--- src/rtl/mantissa_div_seq_if.sv ---
// rtl/mantissa_div_seq_if.sv - operand/result handshake bundle for the iterative mantissa divider
interface mantissa_div_seq_if #(
  parameter int WIDTH = 24
);
  logic             in_valid;
  logic             in_ready;
  logic [WIDTH-1:0] in_a;
  logic [WIDTH-1:0] in_b;
  logic             out_valid;
  logic             out_ready;
  logic [WIDTH:0]   quotient;
  logic [WIDTH:0]   remainder;
  logic             sticky;
  logic             div_zero;
  logic             ovf;
  logic             busy;

  modport master (
    output in_valid, in_a, in_b, out_ready,
    input  in_ready, out_valid, quotient, remainder, sticky, div_zero, ovf, busy
  );

  modport slave (
    input  in_valid, in_a, in_b, out_ready,
    output in_ready, out_valid, quotient, remainder, sticky, div_zero, ovf, busy
  );
endinterface

--- src/rtl/mantissa_div_seq.sv ---
// rtl/mantissa_div_seq.sv - restoring mantissa divider, one quotient bit per clock, MSB first
module mantissa_div_seq #(
  parameter int WIDTH = 24
) (
  input logic               clk,
  input logic               rst_n,
  input logic               flush,
  mantissa_div_seq_if.slave bus
);
  localparam int CW = $clog2(WIDTH + 1);
  localparam logic [CW-1:0] CNT_TOP = CW'(WIDTH);

  typedef enum logic [1:0] {IDLE, RUN, DONE} state_t;

  state_t           state;
  logic [WIDTH:0]   rem_r;
  logic [WIDTH:0]   div_r;
  logic [WIDTH-1:0] q_r;
  logic [CW-1:0]    cnt;
  logic             ovf_r;

  logic [WIDTH:0]   step_t;
  logic [WIDTH:0]   step_diff;
  logic [WIDTH:0]   rem_nx;
  logic             step_ge;
  logic             acc_ovf;

  // The first step compares the unshifted dividend so the integer quotient bit comes out first.
  always_comb begin
    step_t    = (cnt == CNT_TOP) ? rem_r : {rem_r[WIDTH-1:0], 1'b0};
    step_ge   = (step_t >= div_r);
    step_diff = step_t - div_r;
    rem_nx    = step_ge ? step_diff : step_t;
    acc_ovf   = ({1'b0, bus.in_a} >= {bus.in_b, 1'b0});
  end

  assign bus.in_ready = (state == IDLE);

  always_ff @(posedge clk or negedge rst_n) begin
    if (!rst_n) begin
      state         <= IDLE;
      rem_r         <= '0;
      div_r         <= '0;
      q_r           <= '0;
      cnt           <= '0;
      ovf_r         <= 1'b0;
      bus.out_valid <= 1'b0;
      bus.busy      <= 1'b0;
      bus.quotient  <= '0;
      bus.remainder <= '0;
      bus.sticky    <= 1'b0;
      bus.div_zero  <= 1'b0;
      bus.ovf       <= 1'b0;
    end else if (flush) begin
      state         <= IDLE;
      q_r           <= '0;
      bus.out_valid <= 1'b0;
      bus.busy      <= 1'b0;
      bus.quotient  <= '0;
      bus.remainder <= '0;
      bus.sticky    <= 1'b0;
      bus.div_zero  <= 1'b0;
      bus.ovf       <= 1'b0;
    end else begin
      case (state)
        IDLE: begin
          if (bus.in_valid) begin
            rem_r <= {1'b0, bus.in_a};
            div_r <= {1'b0, bus.in_b};
            q_r   <= '0;
            cnt   <= CNT_TOP;
            ovf_r <= acc_ovf;
            if (bus.in_b == '0) begin
              state         <= DONE;
              bus.out_valid <= 1'b1;
              bus.quotient  <= '1;
              bus.remainder <= {1'b0, bus.in_a};
              bus.sticky    <= |bus.in_a;
              bus.div_zero  <= 1'b1;
              bus.ovf       <= acc_ovf;
            end else begin
              state    <= RUN;
              bus.busy <= 1'b1;
            end
          end
        end
        RUN: begin
          rem_r <= rem_nx;
          q_r   <= {q_r[WIDTH-2:0], step_ge};
          // Results are published only here so partial quotients never reach the outputs.
          if (cnt == '0) begin
            state         <= DONE;
            bus.busy      <= 1'b0;
            bus.out_valid <= 1'b1;
            bus.quotient  <= {q_r, step_ge};
            bus.remainder <= rem_nx;
            bus.sticky    <= |rem_nx;
            bus.div_zero  <= 1'b0;
            bus.ovf       <= ovf_r;
          end else begin
            cnt <= cnt - 1'b1;
          end
        end
        DONE: begin
          if (bus.out_ready) begin
            state         <= IDLE;
            bus.out_valid <= 1'b0;
          end
        end
        default: state <= IDLE;
      endcase
    end
  end
endmodule

--- src/flat_wrapper.sv ---
// flat-port wrapper written by rule: the top's interface ports become plain ports
module mantissa_div_seq_flat 
#(
  parameter int WIDTH = 24
)
  (clk, rst_n, flush, bus_in_valid, bus_in_a, bus_in_b, bus_out_ready, bus_in_ready, bus_out_valid, bus_quotient, bus_remainder, bus_sticky, bus_div_zero, bus_ovf, bus_busy);
  mantissa_div_seq_if #(.WIDTH(WIDTH)) bus_i ();
  input logic clk;
  input logic rst_n;
  input logic flush;
  input wire logic [$bits(bus_i.in_valid)-1:0] bus_in_valid;
  input wire logic [$bits(bus_i.in_a)-1:0] bus_in_a;
  input wire logic [$bits(bus_i.in_b)-1:0] bus_in_b;
  input wire logic [$bits(bus_i.out_ready)-1:0] bus_out_ready;
  output wire logic [$bits(bus_i.in_ready)-1:0] bus_in_ready;
  output wire logic [$bits(bus_i.out_valid)-1:0] bus_out_valid;
  output wire logic [$bits(bus_i.quotient)-1:0] bus_quotient;
  output wire logic [$bits(bus_i.remainder)-1:0] bus_remainder;
  output wire logic [$bits(bus_i.sticky)-1:0] bus_sticky;
  output wire logic [$bits(bus_i.div_zero)-1:0] bus_div_zero;
  output wire logic [$bits(bus_i.ovf)-1:0] bus_ovf;
  output wire logic [$bits(bus_i.busy)-1:0] bus_busy;
  assign bus_i.in_valid = bus_in_valid;
  assign bus_i.in_a = bus_in_a;
  assign bus_i.in_b = bus_in_b;
  assign bus_i.out_ready = bus_out_ready;
  assign bus_in_ready = bus_i.in_ready;
  assign bus_out_valid = bus_i.out_valid;
  assign bus_quotient = bus_i.quotient;
  assign bus_remainder = bus_i.remainder;
  assign bus_sticky = bus_i.sticky;
  assign bus_div_zero = bus_i.div_zero;
  assign bus_ovf = bus_i.ovf;
  assign bus_busy = bus_i.busy;
  mantissa_div_seq #(.WIDTH(WIDTH)) u_core (.clk(clk), .rst_n(rst_n), .flush(flush), .bus(bus_i));
endmodule
--- config.mk ---
export PLATFORM = sky130hd
export DESIGN_NAME = mantissa_div_seq_flat
export DESIGN_NICKNAME = d
export VERILOG_FILES = /design/src/rtl/mantissa_div_seq_if.sv /design/src/rtl/mantissa_div_seq.sv /design/src/flat_wrapper.sv
export SDC_FILE = /design/constraint.sdc
export NUM_CORES = 1
export LEC_CHECK = 0
export ABC_AREA = 1
export CORE_MARGIN = 5
export CORE_UTILIZATION = 45
export CTS_BUF_LIST = sky130_fd_sc_hd__clkbuf_8
export DETAILED_ROUTE_END_ITERATION = 16
export DONT_BUFFER_PORTS = 1
export GPL_TIMING_DRIVEN = 0
export MAX_ROUTING_LAYER = met4
export PLACE_DENSITY = 0.7
export SLEW_MARGIN = 25
export SYNTH_ARGS = -nofsm -noshare
export SYNTH_HDL_FRONTEND = slang
export SYNTH_SLANG_ARGS = --single-unit
--- constraint.sdc ---
create_clock -name clk -period 5.1 [get_ports clk]
set_clock_uncertainty 0.2 [all_clocks]
set_input_delay 0.51 -clock clk [delete_from_list [all_inputs] [get_ports clk]]
set_output_delay 0.51 -clock clk [all_outputs]
set_load 0.05 [all_outputs]
==> results.txt <==
row count - 50
commonest non-fill, non-tap cell in the layout - nand2_1
Syn Inst Count - 1198
fraction of registers with async set or reset after synthesis - 1.00
max-cap violations - 0
Netlist cell types - 38
clock slew seen by the registers of the worst setup and hold paths - 0.09 ns
post-DP HPWL - 22.0 mm
Remaining Overflow, GRT - 0
Slew HR - 0.341
die area - 22100 sq um
Area Overhead vs Synth - 12.1%
crit-path leading delay family - compound AO/OA/AOI/OAI gates
layout cells sized above 1 - 0.0693
final WL - 28.4 mm
Core ar. - 18800 sq um
most frequent cell on the critical path - nand2_1
# nets final - 1346
RSZ-0062 raised after global routing - false
n_diodes - 0
Port Buffer Count - 0
Final TNS setup - 0 ns
Total GRT Usage - 0.268
Final Hold Vio Count - 0
CP arrival - 4.76 ns
drt wl/cell - 18.7 um
hold endpoint - u_core.state[1]
largest net degree at the start of global routing - 137
Seq/Total Area, Yosys - 0.394
worst-margin pin slew - 0.985 ns
Hold Path Cell Cnt - 3
worst hold slack - 0.0328 ns
Initial Utilization - 0.459
Hold Crit Class - input pin to flop
Mapped Nets - 1301
Post-Syn Area per Cell - 7.22 sq um
WP data required - 5.22 ns
initial antenna violation count - 0
Clock Tree Root - clkbuf_8
worst stage delay on the critical path - 0.52 ns
FF-to-FF setup slack - 0.46 ns
Max Buffers Root-to-Sink - 2
Final Max Tran Viols - 0
die height - 149 um
Post-CTS Repair Setup Buffers - 0
first-pass GRT wire length - 44.2 mm
f_max - 0.215 GHz
I/O pin count - 109
hold_sp - bus_out_ready
most frequent cells in the layout - 300 x nand2_1, 173 x inv_1, 156 x o21ai_0, 136 x dfrtp_1, 101 x nor2_1
Crit. End Element - flop
count of final setup violators - 0
ys flop type - dfrtp_1
Worst-Skew Late Latency - 0.47 ns
CP max stage cell - clkbuf_1
CTS tree - yes
vias in the first global route - 7792
Synth Register Bits - 136
post-route ant nets - 0
status - complete, no violations
FF-to-FF End - u_core.bus.remainder[12]
worst-path fanout max - 10
crit path kind - flop to flop
Sinks on Clock Net - 136
EDFF count, synth - 0
crit path launch type - flop
Synth Warn # - 0
min cycle time layout - 4.64 ns
worst reg2reg path depth - 21
routed vias/inst - 5.43
DRT iter0 DRCs - 764
via count - 8227
fin crit share - 0.910
Die X - 149 um
worst reg2reg path startpoint - u_core.cnt[0]
Synth Cell Area - 8650 sq um
Worst Path Buf+Inv - 6
GP Congestion - 0.994
DR DRC count - 0
TritonRoute pass-1 iters - 5
crit path cell chain - inv_1 > ha_1 > nand2_1 > inv_1 > nand2_2 > clkbuf_1 > o21ai_0 > ha_1 > nand2_1 > inv_1 > a21oi_1 > nand3_2 > nand2_2 > inv_2 > nand2_4 > nand3_4 > buf_4 > nand2_1 > nand2_1 > o21ai_0 > o21ai_0
H-Tree Depth - 4
total CTS buffers - 17
## Yosys cell counts, types with 10 or more instances
cell      instances  share of area
o211ai_1         11         0.0095
o22ai_1          24          0.017
nand2_1         300           0.13
dfrtp_1         136           0.39
nor2_1          102          0.044
nand4_1          20          0.014
xor2_1           10          0.010
clkbuf_1         22         0.0095
o21ai_0         156          0.090
buf_2            12         0.0069
ha_1             49          0.071
nor4_1           11         0.0080
inv_1           173          0.075
a21oi_1          45          0.026
nand3_1          49          0.028
## sequential cells by signal, indices dropped and copies added (netlist names)
name                  cells
u_core.div_r             24
u_core.state              2
u_core.bus.remainder     25
u_core.cnt                5
u_core.rem_r             25
u_core.ovf_r              1
u_core.q_r               24
u_core.bus.ovf            1
u_core.bus.div_zero       1
u_core.bus.quotient      25
u_core.bus.out_valid      1
u_core.bus.sticky         1
u_core.bus.busy           1
## routing by layer
| metal | global-route usage | up-vias | share of wire |
|---|---|---|---|
| li1 | - | 3973 | - |
| met1 | 0.384 | 3823 | 0.45 |
| met2 | 0.376 | 378 | 0.42 |
| met3 | 0.0692 | 53 | 0.11 |
| met4 | 0.0767 | 0 | 0.023 |
| met5 | - | - | 0 |
## stage by stage
| stage | cell area [sq um] | instances | util | worst slack, ns |
|---|---|---|---|---|
| 6_report | 9700 | 1516 | 0.515 | 0.457 |
| 5_1_grt | 9700 | 1516 | 0.515 | 0.270 |
| 4_1_cts | 9690 | 1516 | 0.515 | 0.621 |
| 3_5_place_dp | 8970 | 1458 | 0.477 | 0.663 |
| 3_3_place_gp | 8970 | 1458 | 0.477 | 0.616 |
| 2_1_floorplan | 8650 | 1198 | - | 1.73 |
## area by class of cell
| cell class | count | area [sq um] |
|---|---|---|
| Buffer | 42 | 200 |
| Clock buffer | 17 | 234 |
| Clock inverter | 15 | 209 |
| Fill cell | 1852 | 9130 |
| Inverter | 181 | 679 |
| Multi-Input combinational cell | 839 | 4370 |
| Sequential cell | 136 | 3400 |
| Tap cell | 260 | 325 |
| Timing Repair Buffer | 26 | 278 |
## worst max path at each step
stage                        from                        to  slack (ns)  cells after the start
finish              u_core.cnt[0]  u_core.bus.remainder[12]        0.46                     21
global route        u_core.cnt[0]         u_core.bus.sticky        0.27                     25
CTS                 u_core.cnt[0]  u_core.bus.remainder[12]        0.62                     21
detailed placement  u_core.cnt[0]          u_core.rem_r[12]        0.66                     21
global placement    u_core.cnt[0]          u_core.rem_r[12]        0.62                     21
floorplan           u_core.cnt[0]         u_core.bus.sticky        1.73                     26
## worst reg2reg max path, cell delays in order (launching register included)
cell	delay, ns
dfrtp_1	0.39
inv_1	0.07
ha_1	0.22
nand2_1	0.11
inv_1	0.08
nand2_2	0.10
clkbuf_1	0.52
o21ai_0	0.22
ha_1	0.39
nand2_1	0.18
inv_1	0.06
a21oi_1	0.31
nand3_2	0.20
nand2_2	0.12
inv_2	0.05
nand2_4	0.08
nand3_4	0.17
buf_4	0.25
nand2_1	0.08
nand2_1	0.06
o21ai_0	0.48
o21ai_0	0.17
## kinds of logic (layout without fill, tap and decap cells)
family / after synthesis / after routing / synth area share
flops: 136 / 136 / 0.394
buf+inv: 223 / 281 / 0.102
compound gates: 249 / 249 / 0.154
fa+ha+maj: 50 / 50 / 0.0732
xor+xnor: 14 / 14 / 0.0142
simple gates: 526 / 526 / 0.263
## what timing repair did
item,4_1_cts,5_1_grt
endpoints found under the hold margin,160,0
hold buffers,26,0
gates resized for setup,0,0
Power is left out: the tool's default activity adds up to more than one toggle a clock period on the data nets, which glitch-free logic cannot reach.
